[src/rtl/fas_pkg.sv]
// Shared constants and transmit FSM state type for the FAS front end.
package fas_pkg;

    localparam int DATA_W    = 16;
    localparam int FRAME_LEN = 16;

    typedef enum logic [1:0] {
        IDLE      = 2'd0,
        SEND      = 2'd1,
        WAIT_DONE = 2'd2,
        GAP       = 2'd3
    } tx_state_t;

endpackage

[src/rtl/fas_frame_buf.sv]
// Ping-pong frame storage: two FRAME_LEN-deep sample buffers plus their full flags.
// A write at the last index marks that buffer full; the reader clears it when done.
module fas_frame_buf
    import fas_pkg::*;
#(
    parameter int  DW  = DATA_W,
    parameter int  LEN = FRAME_LEN,
    localparam int IW  = $clog2(LEN)
) (
    input  logic          clk,
    input  logic          rst,
    input  logic          wr_en,
    input  logic          wr_sel,
    input  logic [IW-1:0] wr_idx,
    input  logic [DW-1:0] wr_data,
    input  logic          clr_en,
    input  logic          clr_sel,
    input  logic          rd_sel,
    input  logic [IW-1:0] rd_idx,
    output logic [DW-1:0] rd_data,
    output logic [1:0]    full
);

    logic [DW-1:0] mem_q [2][LEN];
    logic [1:0]    full_q;
    logic [1:0]    full_d;

    // Next full flags: completing a frame sets its flag, the reader finishing clears it.
    // Writer and reader never touch the same buffer in one cycle.
    always_comb begin
        full_d = full_q;
        if (wr_en && (wr_idx == IW'(LEN - 1))) begin
            full_d[wr_sel] = 1'b1;
        end
        if (clr_en) begin
            full_d[clr_sel] = 1'b0;
        end
    end

    // Full flag register.
    always_ff @(posedge clk) begin
        if (rst) begin
            full_q <= '0;
        end else begin
            full_q <= full_d;
        end
    end

    // Sample storage; contents deliberately survive reset.
    always_ff @(posedge clk) begin
        if (wr_en) begin
            mem_q[wr_sel][wr_idx] <= wr_data;
        end
    end

    assign rd_data = mem_q[rd_sel][rd_idx];
    assign full    = full_q;

endmodule

[src/rtl/fas_frame_tx.sv]
// Frame transmitter for the FAS analyser: buffers upstream samples into
// ping-pong frames, bursts each full frame, then waits for the analyser's done.
module fas_frame_tx #(
    parameter int DATA_W    = fas_pkg::DATA_W,
    parameter int FRAME_LEN = fas_pkg::FRAME_LEN,
    parameter int TIMEOUT   = 64,
    parameter int GAP_CYC   = 1
) (
    input  logic                     clk,
    input  logic                     rst,
    input  logic                     wr_en,
    input  logic signed [DATA_W-1:0] wr_data,
    output logic                     wr_ready,
    output logic                     data_valid,
    output logic signed [DATA_W-1:0] data,
    input  logic                     done,
    output logic                     busy,
    output logic [7:0]               frame_cnt,
    output logic                     err
);
    import fas_pkg::*;

    localparam int IDX_W = $clog2(FRAME_LEN);
    localparam int TMO_W = $clog2(TIMEOUT + 1);
    localparam int GAP_W = $clog2(GAP_CYC + 1);

    tx_state_t          state_q, state_d;
    logic               wr_buf_q, wr_buf_d;
    logic [IDX_W-1:0]   wr_idx_q, wr_idx_d;
    logic               rd_buf_q, rd_buf_d;
    logic [IDX_W-1:0]   rd_idx_q, rd_idx_d;
    logic [TMO_W-1:0]   tmo_q, tmo_d;
    logic [GAP_W-1:0]   gap_q, gap_d;
    logic [7:0]         frame_cnt_q, frame_cnt_d;
    logic               data_valid_q, data_valid_d;
    logic [DATA_W-1:0]  data_q, data_d;
    logic               err_q, err_d;
    logic               busy_q, busy_d;

    logic [1:0]         full;
    logic [DATA_W-1:0]  rd_data;
    logic               wr_accept;
    logic               clr_full;

    fas_frame_buf #(
        .DW  (DATA_W),
        .LEN (FRAME_LEN)
    ) u_buf (
        .clk     (clk),
        .rst     (rst),
        .wr_en   (wr_accept),
        .wr_sel  (wr_buf_q),
        .wr_idx  (wr_idx_q),
        .wr_data (wr_data),
        .clr_en  (clr_full),
        .clr_sel (rd_buf_q),
        .rd_sel  (rd_buf_q),
        .rd_idx  (rd_idx_q),
        .rd_data (rd_data),
        .full    (full)
    );

    assign wr_ready  = ~full[wr_buf_q];
    assign wr_accept = wr_en & wr_ready;

    // Write pointer: advance per accepted sample, flip buffers at end of frame.
    always_comb begin
        wr_idx_d = wr_idx_q;
        wr_buf_d = wr_buf_q;
        if (wr_accept) begin
            if (wr_idx_q == IDX_W'(FRAME_LEN - 1)) begin
                wr_idx_d = '0;
                wr_buf_d = ~wr_buf_q;
            end else begin
                wr_idx_d = wr_idx_q + 1'b1;
            end
        end
    end

    // Transmit FSM: burst a full frame, wait for done (or time out), pause, repeat.
    always_comb begin
        state_d      = state_q;
        rd_idx_d     = rd_idx_q;
        rd_buf_d     = rd_buf_q;
        tmo_d        = tmo_q;
        gap_d        = gap_q;
        frame_cnt_d  = frame_cnt_q;
        data_valid_d = 1'b0;
        data_d       = data_q;
        err_d        = 1'b0;
        clr_full     = 1'b0;
        case (state_q)
            IDLE: begin
                if (full[rd_buf_q]) begin
                    rd_idx_d = '0;
                    state_d  = SEND;
                end
            end
            SEND: begin
                data_valid_d = 1'b1;
                data_d       = rd_data;
                if (rd_idx_q == IDX_W'(FRAME_LEN - 1)) begin
                    // Last sample goes out on this edge: hand the buffer back.
                    clr_full = 1'b1;
                    rd_buf_d = ~rd_buf_q;
                    rd_idx_d = '0;
                    tmo_d    = '0;
                    state_d  = WAIT_DONE;
                end else begin
                    rd_idx_d = rd_idx_q + 1'b1;
                end
            end
            WAIT_DONE: begin
                if (done) begin
                    frame_cnt_d = frame_cnt_q + 8'd1;
                    gap_d       = '0;
                    state_d     = GAP;
                end else if (tmo_q == TMO_W'(TIMEOUT - 1)) begin
                    err_d   = 1'b1;
                    gap_d   = '0;
                    state_d = GAP;
                end else begin
                    tmo_d = tmo_q + 1'b1;
                end
            end
            GAP: begin
                if (gap_q == GAP_W'(GAP_CYC - 1)) begin
                    state_d = IDLE;
                end else begin
                    gap_d = gap_q + 1'b1;
                end
            end
            default: state_d = IDLE;
        endcase
        busy_d = (state_d != IDLE);
    end

    // State and output registers; reset discards any queued or partial frame.
    always_ff @(posedge clk) begin
        if (rst) begin
            state_q      <= IDLE;
            wr_buf_q     <= 1'b0;
            wr_idx_q     <= '0;
            rd_buf_q     <= 1'b0;
            rd_idx_q     <= '0;
            tmo_q        <= '0;
            gap_q        <= '0;
            frame_cnt_q  <= '0;
            data_valid_q <= 1'b0;
            data_q       <= '0;
            err_q        <= 1'b0;
            busy_q       <= 1'b0;
        end else begin
            state_q      <= state_d;
            wr_buf_q     <= wr_buf_d;
            wr_idx_q     <= wr_idx_d;
            rd_buf_q     <= rd_buf_d;
            rd_idx_q     <= rd_idx_d;
            tmo_q        <= tmo_d;
            gap_q        <= gap_d;
            frame_cnt_q  <= frame_cnt_d;
            data_valid_q <= data_valid_d;
            data_q       <= data_d;
            err_q        <= err_d;
            busy_q       <= busy_d;
        end
    end

    assign data_valid = data_valid_q;
    assign data       = data_q;
    assign busy       = busy_q;
    assign frame_cnt  = frame_cnt_q;
    assign err        = err_q;

endmodule

[config.mk]
export PLATFORM = sky130hd
export DESIGN_NAME = fas_frame_tx
export DESIGN_NICKNAME = d
export VERILOG_FILES = /design/src/rtl/fas_pkg.sv /design/src/rtl/fas_frame_buf.sv /design/src/rtl/fas_frame_tx.sv
export SDC_FILE = /design/constraint.sdc
export NUM_CORES = 1
export LEC_CHECK = 0
export CORE_MARGIN = 2
export CORE_UTILIZATION = 66
export DETAILED_ROUTE_END_ITERATION = 8
export PLACE_DENSITY = 0.84
export SLEW_MARGIN = 10
export SYNTH_ARGS = -nofsm -noshare
export SYNTH_HDL_FRONTEND = slang
export SYNTH_SLANG_ARGS = --single-unit
export TNS_END_PERCENT = 20
[constraint.sdc]
create_clock -name clk -period 6.3 [get_ports clk]
set_input_delay 1.26 -clock clk [delete_from_list [all_inputs] [get_ports clk]]
set_output_delay 1.26 -clock clk [all_outputs]
set_load 0.02 [all_outputs]
# Word-level counts from Yosys, hierarchy flattened
# Memory sizes are Yosys's and may differ from the RTL's. A register that Yosys moved wholly into a read port is not among the register bits.
# Cells that the tools add are included.
# Widths: inputs -> output; s select.
classes:
  n_addsub: 5
  mul: 0
  n_div: 0
  magnitude_cmp: 7
  n_eq_ne: 11
  shift: 0
  mux: 41
  n_bitwise: 10
  n_reduce_logical: 16
ops:
  columns: ["operator", "n"]
  rows:
  - ["$mux 256", 1]
  - ["$bmux 16 s4", 1]
  - ["$demux 16 s4", 1]
  - ["$mux 16", 3]
  - ["$mux 7", 3]
  - ["$mux 1", 16]
  - ["$mux 2", 7]
  - ["$pmux 7 s2", 1]
  - ["$mux 4", 3]
  - ["$ge 5x5->1 const B", 2]
  - ["$not 4->5", 2]
  - ["$reduce_and 2->1", 5]
  - ["$add 4x1->4 const B", 2]
  - ["$add 8x1->8 const B", 1]
  - ["$eq 4x4->1 const B", 2]
  - ["$ne 2x2->1 const B", 4]
  - ["$pmux 2 s4", 1]
  - ["$pmux 4 s2", 1]
  - ["$reduce_bool 2->1", 4]
  - ["$add 7x1->7 const B", 1]
  - ["$eq 7x6->1 const B", 1]
  - ["$lt 5x1->1 const B", 1]
  - ["$eq 2x2->1 const B", 2]
  - ["$logic_and 1x1->1", 4]
  - ["15 further kinds", 21]
totals:
  ff_bits: 49
  latch_bits: 0
  mem_bits_rw: 512
  mem_bits_ro: 0
  in_bits: 20
  output_inout_bits: 28
  word_cells: 104
  n_memories: 1
memory_table:
  columns: ["memory", "depth", "word_bits", "read_ports", "rd_clocked_by_memory_dff", "wr", "line_no", "text"]
  rows:
  - ["u_buf.mem_q", 2, 256, 1, 1, 1, "fas_frame_buf.sv:24", "logic [DW-1:0] mem_q [2][LEN];"]

# Logic depth before layout (Yosys ltp)
# Gate-level depths: netlist of run 1.
depth:
  ltp_word: 8
  ltp_mapped: 8
  ltp_nobuf: 6

# Modules after synthesis
# A second synthesis of run 1 with hierarchy kept.
unflattened:
  hier_cells: 1359
  hier_area_um2: 22168.8
modules_own_cells:
  columns: ["mod", "n_inst", "cells_per_inst", "area_each_um2", "seq_area_each_um2"]
  rows:
  - ["fas_frame_buf", 1, 1134, 20280.7, 15414.8]
  - ["fas_frame_tx", 1, 225, 1888.1, 920.9]

# Worst setup path after synthesis of run 1
# Ideal clock, no wire load.
synth_timing:
  path_type: "in2reg"
  from: "input port wr_en"
  to: "memory u_buf.mem_q[0][16] in the netlist's numbering (enable)"
  setup_ns: 0.409
  arrival_time_ns: 3.000
  t_required_ns: 5.891
  setup_slack_ns: 2.890
  stages: 4
  n_path_buf: 1
  path_cell_list: "and2_1 clkbuf_1 nand2_1 nor3_1"
synth_between:
  elab_chain_len: 3
synth_lines:
  columns: ["element", "line_no", "text"]
  rows:
  - ["start: declaration", "fas_frame_tx.sv:11", "input logic wr_en,"]
  - ["$and 1x1->1", "fas_frame_tx.sv:64", "assign wr_accept = wr_en & wr_ready;"]
  - ["$mux 1", "fas_frame_buf.sv:51", "if (wr_en) begin"]
  - ["$mux 256 (implied by the code)", "fas_frame_buf.sv:52", "mem_q[wr_sel][wr_idx] <= wr_data;"]
  - ["end: declaration", "fas_frame_buf.sv:24", null]
# No other way between the ends.

# Final worst setup path of run 1
layout_timing:
  from: "register wr_buf_q"
  to: "output port wr_ready"
layout_between:
  elab_chain_len: 3
layout_lines:
  columns: ["element", "line_no", "text"]
  rows:
  - ["start: declaration", "fas_frame_tx.sv:28", "logic wr_buf_q, wr_buf_d;"]
  - ["start signal: assignment", "fas_frame_tx.sv:155", "wr_buf_q <= wr_buf_d;"]
  - ["$mux 1 (implied by the code) (2 in a row)", "fas_frame_tx.sv:63", "assign wr_ready = ~full[wr_buf_q];"]
  - ["$not 1->1", "fas_frame_tx.sv:63", null]
  - ["end: declaration", "fas_frame_tx.sv:13", "output logic wr_ready,"]
# No other way between the ends. The select of a mux whose other input is x is not followed.

==> results by group, run 1 <==
Power and ir drop
  • Final total power: 0.00741 W
  • Pwr dens: 300 nW/um^2
  • Peak supply drop: 0.000255 V
  • P_leak: 7.51 nW

STA
  • Final max-slew violation count: 0
  • Crit path time final: 3760 ps
  • Slew @ Worst Pin: 1230 ps
  • Post-route setup TNS: 0 ps
  • RSZ-0062 raised after global routing: false
  • Final number of hold-violating endpoints: 0
  • Final setup fails: 0
  • F_max: 266 MHz
  • Relative max-transition margin: 17.8%
  • Final period util: 59.7%
  • Final setup skew: 25.9 ps

Synth
  • Count leader, synth: edfxtp_1
  • Synth Warn #: 0
  • Number of enable flip-flop cells after synthesis: 512
  • Synth Flop Type: edfxtp_1
  • Post-Syn Nets: 1333
  • Post-synth top cells: edfxtp_1 (512), mux2i_1 (258), a22oi_1 (132)
  • Top cells by area, synth: edfxtp_1 (70%), mux2i_1 (12%), a22oi_1 (4.5%)
  • Sequential-to-total area share from yosys stat: 74.6%
  • Share of synthesized flip-flops with an asynchronous set or reset: 0%
  • Largest area contributor in the netlist: edfxtp_1
  • Syn Area/Cell: 16.8 sq um
  • Share of the synthesized area in the top cell type: 70.1%
  • Post-synth cell types: 45
  • Mapped cell area: 21900 sq um
  • Gate Count Post-Synth: 1306
  • Synthesis-stage register bit count: 561

Cells and area
  • Layout cells sized above 1: 10.7%
  • Fin nets: 1405
  • Layout Area Growth over Synthesis: 12.7%
  • Filler cell count in the final layout: 1742
  • Post-route insts no fill: 1865

Worst setup path
  • CP Capture Type: output port
  • Crit path launch: wr_buf_q
  • CP arrival: 2500 ps
  • Reg2reg start: wr_buf_q
  • R2R Path End: u_buf.mem_q[0][48]
  • CP required: 5040 ps
  • FF-to-FF path depth: 4
  • Crit path launch type: flip-flop
  • Max FO, Critical Path: 13
  • FF-to-FF setup slack: 2830 ps
  • Crit Path Category: flip-flop to output port

Hold path
  • Worst Hold Launch: tmo_q[6]
  • Min-Delay Path Depth: 1
  • Worst Hold End: tmo_q[6]
  • Hold crit path type: flip-flop to flip-flop

Place
  • GP Congestion: 0.942
  • IO buf count: 47
  • Post-DP HPWL: 28.0 mm
  • Placed cell count: 1766

Global route
  • Global-route wire length before repair: 73.6 mm
  • Initial antenna violation count: 3
  • Largest net degree at the start of global routing: 95
  • Total congestion overflow: 0
  • Vias in the first global route: 11.9k
  • GRT Total Usage: 28.5%

Clock tree
  • TritonCTS Buffers: 52
  • CTS root buffer: clkbuf_16
  • Post-CTS sizing: 0
  • CTS clk-pin slew, worst paths: 60 ps
  • CTS tree: built
  • Post-CTS setup buffer count: 0
  • Hold-fix buffer count after cts: 0
  • # H-tree levels: 2
  • Insertion delay to the later sink of the worst-skew pair: 580 ps
  • CTS sink count: 561
  • Clock Path Buffers: 3

Route
  • DR WL/cell: 26.5 microns
  • DRT antenna net count: 0
  • Remaining DRCs: 0
  • DR pass1 iterations: 5
  • Final wirelength: 49.3 mm
  • Vias per std cell: 6.60
  • Vias: 12.3k
  • Iter 0 DRT Violations: 1831

Floorplanning
  • Initial core utilization: 67.2%
  • Top-level I/O count: 48
  • FP Rows: 66
  • Die area: 34700 sq um
  • Die extent in y: 186 microns
  • Die X: 186 microns
  • Core area: 32600 sq um

Run
  • Max-Cap Viols: 0

Run status
  • Outcome: finished clean
## cell families (layout without fill, tap and decap cells)
| logic type | count (synthesis) | count (layout) | share of synthesized area (%) |
|---|---|---|---|
| AOI/OAI and AO/OA | 250 | 250 | 7.41 |
| xor gates and xnor gates | 15 | 15 | 0.599 |
| adders and majority gates | 7 | 7 | 0.399 |
| buffers and inverters | 84 | 200 | 2.26 |
| DFF | 561 | 561 | 74.6 |
| muxes | 260 | 260 | 11.9 |
| other | 0 | 1 | 0 |
| and+or+nand+nor | 129 | 129 | 2.88 |
## how the worst max path moves through the flow
| stage | end |
|---|---|
| floorplan | u_buf.mem_q[0][16] |
| global placement | u_buf.mem_q[0][12] |
| detailed placement | u_buf.full[0] |
| CTS | wr_ready |
| global route | wr_ready |
| finish | wr_ready |
## layout make-up
class                   count  area [sq um]  share of cell area (%)
repair buffers             98           878                    3.55
flip-flops and latches    561         16400                    66.2
diodes                      1          2.50                  0.0101
clock buffers              78          1570                    6.36
inverters                   4          15.0                  0.0607
multi-input cells         661          5140                    20.8
clock inverters            20           198                   0.800
well taps                 442           553                    2.24
## power by group
group | total (W) | internal [W] | switching [W]
sequential | 0.00408 | 0.00408 | 0.00000662
clock | 0.00317 | 0.00185 | 0.00132
combinational | 0.000151 | 0.0000380 | 0.000113
## metrics by stage
step / util [%] / hold slack, ps / area, sq um / worst slack (ps)
3_3_place_gp: 70.3 / 458 / 22900 / 2440
3_5_place_dp: 70.3 / 466 / 22900 / 2250
5_1_grt: 75.8 / 510 / 24700 / 2500
2_1_floorplan: - / 449 / 21900 / 2890
4_1_cts: 75.7 / 474 / 24700 / 2660
6_report: 75.8 / 481 / 24700 / 2540
## critical path, cell delays in order, from the launching register on
cell and delay [ps]:
dfxtp_1 860, mux2i_1 390, clkdlybuf4s50_1 670
## layout by cell type, fill, tap and decap left out, types with 3 or more instances in the layout
| master | Yosys | final |
|---|---|---|
| clkbuf_1 | 38 | 12 |
| nor2_1 | 63 | 60 |
| o21ai_0 | 19 | 19 |
| a21oi_1 | 86 | 86 |
| edfxtp_1 | 512 | 512 |
| clkinv_4 | 0 | 3 |
| bufinv_16 | 0 | 3 |
| inv_1 | 4 | 4 |
| nand3_1 | 7 | 7 |
| buf_4 | 15 | 49 |
| nand2_1 | 13 | 13 |
| or4_1 | 16 | 16 |
| clkinvlp_4 | 0 | 3 |
| nand4_1 | 3 | 3 |
| nand2b_1 | 4 | 4 |
| a22oi_1 | 132 | 132 |
| clkbuf_16 | 0 | 55 |
| mux2i_1 | 258 | 258 |
| clkinv_1 | 0 | 3 |
| clkdlybuf4s50_1 | 0 | 47 |
| dfxtp_1 | 49 | 48 |
| clkbuf_8 | 0 | 11 |
| xor2_1 | 10 | 10 |
| ha_1 | 7 | 7 |
| xnor2_1 | 5 | 5 |
| o21a_1 | 3 | 3 |
| clkinv_2 | 0 | 6 |
## flip-flops by register name, indices dropped and copies added, names as in the netlist, 2 cells and up, named ones only
name	cells
u_buf.mem_q	512
data	16
frame_cnt	8
tmo_q	7
rd_idx_q	4
wr_idx_q	4
state_q	2
u_buf.full	2
## metal layers
layer  GRT usage (%)  share of wire [%]
met3            4.33                9.8
met5               0                  0
met1            39.2                 37
met2            46.8                 49
met4            10.6                3.6
(Power assumes the default switching activity.)
==> run 2, diff against run 1 <==
--- a/config.mk
+++ b/config.mk
@@ -6,9 +6,9 @@
 export NUM_CORES = 1
 export LEC_CHECK = 0
 export CORE_MARGIN = 2
-export CORE_UTILIZATION = 66
+export CORE_UTILIZATION = 62
 export DETAILED_ROUTE_END_ITERATION = 8
-export PLACE_DENSITY = 0.84
+export PLACE_DENSITY = 0.8
 export SLEW_MARGIN = 10
 export SYNTH_ARGS = -nofsm -noshare
 export SYNTH_HDL_FRONTEND = slang
==> constraint.sdc (replaced) <==
create_clock -name clk -period 3.8 [get_ports clk]
set_input_delay 0.76 -clock clk [delete_from_list [all_inputs] [get_ports clk]]
set_output_delay 0.76 -clock clk [all_outputs]
set_load 0.02 [all_outputs]
==> results by group, run 2 (same netlist as run 1, synthesis figures left out) <==
Clock tree
  • CTS root buffer: clkbuf_16
  • CTS clk-pin slew, worst paths: 60 ps
  • Insertion delay to the later sink of the worst-skew pair: 580 ps
  • Clock Path Buffers: 3
  • Hold-fix buffer count after cts: 0
  • # H-tree levels: 2
  • CTS sink count: 561
  • CTS tree: built
  • TritonCTS Buffers: 52
  • Post-CTS sizing: 0
  • Post-CTS setup buffer count: 0

Cells and area
  • Max reg flops: 512
  • Fin nets: 1426
  • Reg with most FFs: u_buf.mem_q
  • Layout cells sized above 1: 11.7%
  • Commonest non-fill, non-tap cell in the layout: edfxtp_1
  • Final Core Density: 71.7%
  • Most frequent cells in the layout: edfxtp_1 (512), mux2i_1 (258), a22oi_1 (132), a21oi_1 (86), buf_4 (65)
  • Layout Area Growth over Synthesis: 13.5%

STA
  • Final period util: 80.6%
  • Slew @ Worst Pin: 901 ps
  • Final setup skew: 9.36 ps
  • Hold slack: 475 ps
  • RSZ-0062 raised after global routing: false
  • Final max-slew violation count: 0
  • Final setup fails: 0
  • Setup WS post-layout: 736 ps
  • Crit path time final: 3060 ps
  • Final number of hold-violating endpoints: 0
  • Post-route setup TNS: 0 ps
  • Relative max-transition margin: 40.0%
  • F_max: 326 MHz

Global route
  • GRT Total Usage: 27.9%
  • Largest net degree at the start of global routing: 65
  • Vias in the first global route: 12.1k
  • Global-route wire length before repair: 74.3 mm
  • Total congestion overflow: 0
  • Initial antenna violation count: 3

Worst setup path
  • CP arrival: 2300 ps
  • FF-to-FF setup slack: 1050 ps
  • Max FO, Critical Path: 13
  • CP Capture Type: output port
  • CP required: 3040 ps
  • Crit Path Category: flip-flop to output port
  • Crit path launch type: flip-flop
  • Worst-path cell chain: mux2i_1 -> clkdlybuf4s50_1
  • Max incr delay on CP: 710 ps
  • Slowest stage cell, crit path: dfxtp_1

Floorplanning
  • Die extent in y: 192 microns
  • FP Rows: 68
  • Die X: 192 microns
  • Core area: 34700 sq um
  • Die area: 36900 sq um
  • Top-level I/O count: 48
  • Initial core utilization: 63.2%

Run
  • Max-Cap Viols: 0

Route
  • Remaining DRCs: 0
  • Iter 0 DRT Violations: 1539
  • DR pass1 iterations: 6
  • Final wirelength: 50.0 mm
  • Vias per std cell: 6.46
  • DRT antenna net count: 0
  • DR WL/cell: 26.4 microns
  • Vias: 12.2k

Power and ir drop
  • Comb pwr share: 2.1%
  • P_leak: 7.62 nW
  • Switching share of power: 19.1%
  • Clock share of power: 42.4%
  • Pwr dens: 490 nW/um^2
  • Peak supply drop: 0.000374 V
  • P_sw: 0.00233 W
  • Sequential share of power: 55.5%
  • Internal: 0.00987 W

Hold path
  • Hold crit path type: flip-flop to flip-flop

Place
  • IO buf count: 47
  • Post-DP HPWL: 29.9 mm
  • Post-place setup slack: 970 ps
  • GP Congestion: 0.830

Run status
  • Outcome: finished clean
==> run 2: worst max-delay path: cells and delay by family, from the launching register on <==
kind	cells	cell delay (ps)
DFF	1	710
muxes	1	340
buffers and inverters	1	680
==> run 2: final cells by class <==
| class | count | area, sq um |
|---|---|---|
| Fill cell | 2112 | 9830 |
| Clock buffer | 72 | 1480 |
| Sequential cell | 561 | 16400 |
| Timing Repair Buffer | 119 | 1090 |
| Clock inverter | 23 | 239 |
| Multi-Input combinational cell | 661 | 5130 |
| Inverter | 4 | 15.0 |
| Antenna cell | 1 | 2.50 |
| Tap cell | 455 | 569 |
==> run 2: metal layers <==
metal	vias to the layer above	track usage [%]	share of wire, %
li1	5334	-	-
met1	6176	38.3	39
met2	609	44.7	48
met3	117	5.41	9.0
met4	4	10.6	3.5
met5	-	0	0.044
==> run 2: power groups by stage <==
| stage | combinational [W] | sequential (W) | clock [W] |
|---|---|---|---|
| finish | 0.000253 | 0.00677 | 0.00518 |
| global route | 0.000268 | 0.00677 | 0.00545 |
| CTS | 0.000251 | 0.00677 | 0.00520 |
| detailed placement | 0.000248 | 0.00690 | 0 |
| global placement | 0.000238 | 0.00690 | 0 |
| floorplan | 0.0000698 | 0.00690 | 0 |
==> run 2: final timing paths <==
check / from / endpoint / depth (start not counted)
worst min register to register: tmo_q[6] / tmo_q[6] / 1
worst max register to register: wr_buf_q / u_buf.mem_q[0][4] / 5
worst min-delay path: tmo_q[6] / tmo_q[6] / 1
worst max-delay path: wr_buf_q / wr_ready / 2
==> run 2: through the flow <==
step	cells	power (W)	area, sq um
after floorplan	1306	0.00697	21900
after global placement	1800	0.00714	23200
after detailed placement	1800	0.00715	23200
after CTS	1895	0.0122	24900
after global routing	1895	0.0125	24900
final	1896	0.0122	24900
==> run 3, diff against run 2 <==
--- a/config.mk
+++ b/config.mk
@@ -6,9 +6,9 @@
 export NUM_CORES = 1
 export LEC_CHECK = 0
 export CORE_MARGIN = 2
-export CORE_UTILIZATION = 62
+export CORE_UTILIZATION = 56
 export DETAILED_ROUTE_END_ITERATION = 8
-export PLACE_DENSITY = 0.8
+export PLACE_DENSITY = 0.76
 export SLEW_MARGIN = 10
 export SYNTH_ARGS = -nofsm -noshare
 export SYNTH_HDL_FRONTEND = slang
==> constraint.sdc (replaced) <==
create_clock -name clk -period 2.6 [get_ports clk]
set_input_delay 0.52 -clock clk [delete_from_list [all_inputs] [get_ports clk]]
set_output_delay 0.52 -clock clk [all_outputs]
set_load 0.02 [all_outputs]
==> results by group, run 3 (same netlist as run 1, synthesis figures left out) <==
Global route
  • Initial antenna violation count: 2
  • Total congestion overflow: 0
  • Largest net degree at the start of global routing: 43
  • GRT Total Usage: 25.2%
  • Global-route wire length before repair: 75.6 mm
  • Vias in the first global route: 12.1k

Cells and area
  • Multi-input gate area: 5130 sq um
  • Filler cell count in the final layout: 2550
  • Fin nets: 1456
  • Most frequent cells in the layout: edfxtp_1 (512), mux2i_1 (258), a22oi_1 (132), buf_4 (88), a21oi_1 (86)
  • Layout Area Growth over Synthesis: 15.5%
  • Design area: 25300 sq um
  • Final Core Density: 65.5%
  • Layout cells sized above 1: 13.6%
  • Register area: 16400 sq um
  • Diodes inserted: 0
  • Reg with most FFs: u_buf.mem_q
  • Max reg flops: 512
  • Commonest non-fill, non-tap cell in the layout: edfxtp_1

Clock tree
  • TritonCTS Buffers: 54
  • Post-CTS sizing: 0
  • CTS clk-pin slew, worst paths: 60 ps
  • Hold-fix buffer count after cts: 0
  • CTS root buffer: clkbuf_16
  • CTS sink count: 561
  • Clock Path Buffers: 3
  • # H-tree levels: 2
  • CTS tree: built
  • Post-CTS setup buffer count: 0
  • Insertion delay to the later sink of the worst-skew pair: 580 ps

Route
  • Remaining DRCs: 0
  • Vias per std cell: 6.11
  • DR WL/cell: 25.7 microns
  • Vias: 12.2k
  • DRT antenna net count: 0
  • Iter 0 DRT Violations: 1452
  • Final wirelength: 51.3 mm
  • DR pass1 iterations: 5

Power and ir drop
  • Peak supply drop: 0.000566 V
  • P_leak: 7.84 nW
  • Pwr dens: 714 nW/um^2

STA
  • Crit path time final: 2410 ps
  • F_max: 416 MHz
  • RSZ-0062 raised after global routing: false
  • Final setup skew: 25.5 ps
  • Slew @ Worst Pin: 683 ps
  • Final max-slew violation count: 0
  • Setup WS post-layout: 194 ps
  • Relative max-transition margin: 54.5%
  • Final setup fails: 0
  • Final number of hold-violating endpoints: 0
  • Final period util: 92.6%

Run
  • Max-Cap Viols: 0

Floorplanning
  • Initial core utilization: 56.8%
  • Core area: 38600 sq um
  • Top-level I/O count: 48
  • FP Rows: 72
  • Die area: 40800 sq um
  • Die X: 202 microns
  • Die extent in y: 202 microns

Worst setup path
  • Max FO, Critical Path: 2
  • CP required: 2080 ps
  • CP arrival: 1890 ps
  • CP Capture Type: output port
  • Crit Path Category: flip-flop to output port
  • Crit path launch type: flip-flop

Place
  • Post-place setup slack: 213 ps
  • Dpl cell area: 23500 sq um
  • IO buf count: 47
  • GP Congestion: 0.872
  • Post-DP HPWL: 31.7 mm

Hold path
  • Hold crit path type: flip-flop to flip-flop

Run status
  • Outcome: finished clean
==> run 3: per-stage QoR <==
stage	cells	power [W]	hold WS [ps]	setup TNS (ps)
finish	1993	0.0181	481	0
global route	1993	0.0186	494	0
CTS	1993	0.0182	478	0
detailed placement	1891	0.0105	467	0
global placement	1891	0.0104	459	0
floorplan	1306	0.0102	449	-19480
==> run 3: final timing paths <==
path | depth (start not counted) | slack [ps] | startpoint | end
max | 2 | 190 | wr_buf_q | wr_ready
min | 1 | 480 | tmo_q[6] | tmo_q[6]
max reg2reg | 7 | 200 | flip-flop | data[7]
min reg2reg | 1 | 480 | tmo_q[6] | tmo_q[6]
==> run 3: cell type report <==
cell class	instances	area share, %
inverters	4	0.0593
clock buffers	73	6.19
flip-flops and latches	561	64.6
multi-input cells	661	20.2
clock inverters	29	0.953
well taps	518	2.56
repair buffers	147	5.41
==> run 3: where the power goes <==
group / internal (W) / switching (W)
combinational: 0.0000988 / 0.000277
sequential: 0.00988 / 0.0000153
clock: 0.00462 / 0.00320
total: 0.0146 / 0.00349
==> run 3: layer usage <==
metal  track usage (%)  part of all wire [%]  up-vias
met3              4.13                   7.8       89
met5                 0                 0.018        -
met2              42.1                    49      567
li1                  -                     -     5412
met1              34.2                    40     6112
met4              7.85                   2.7        2
==> run 3: worst max-delay path, stage by stage, from the launching register on <==
cell             delay, ps
dfxtp_1                360
mux2i_1                290
clkdlybuf4s50_1        660
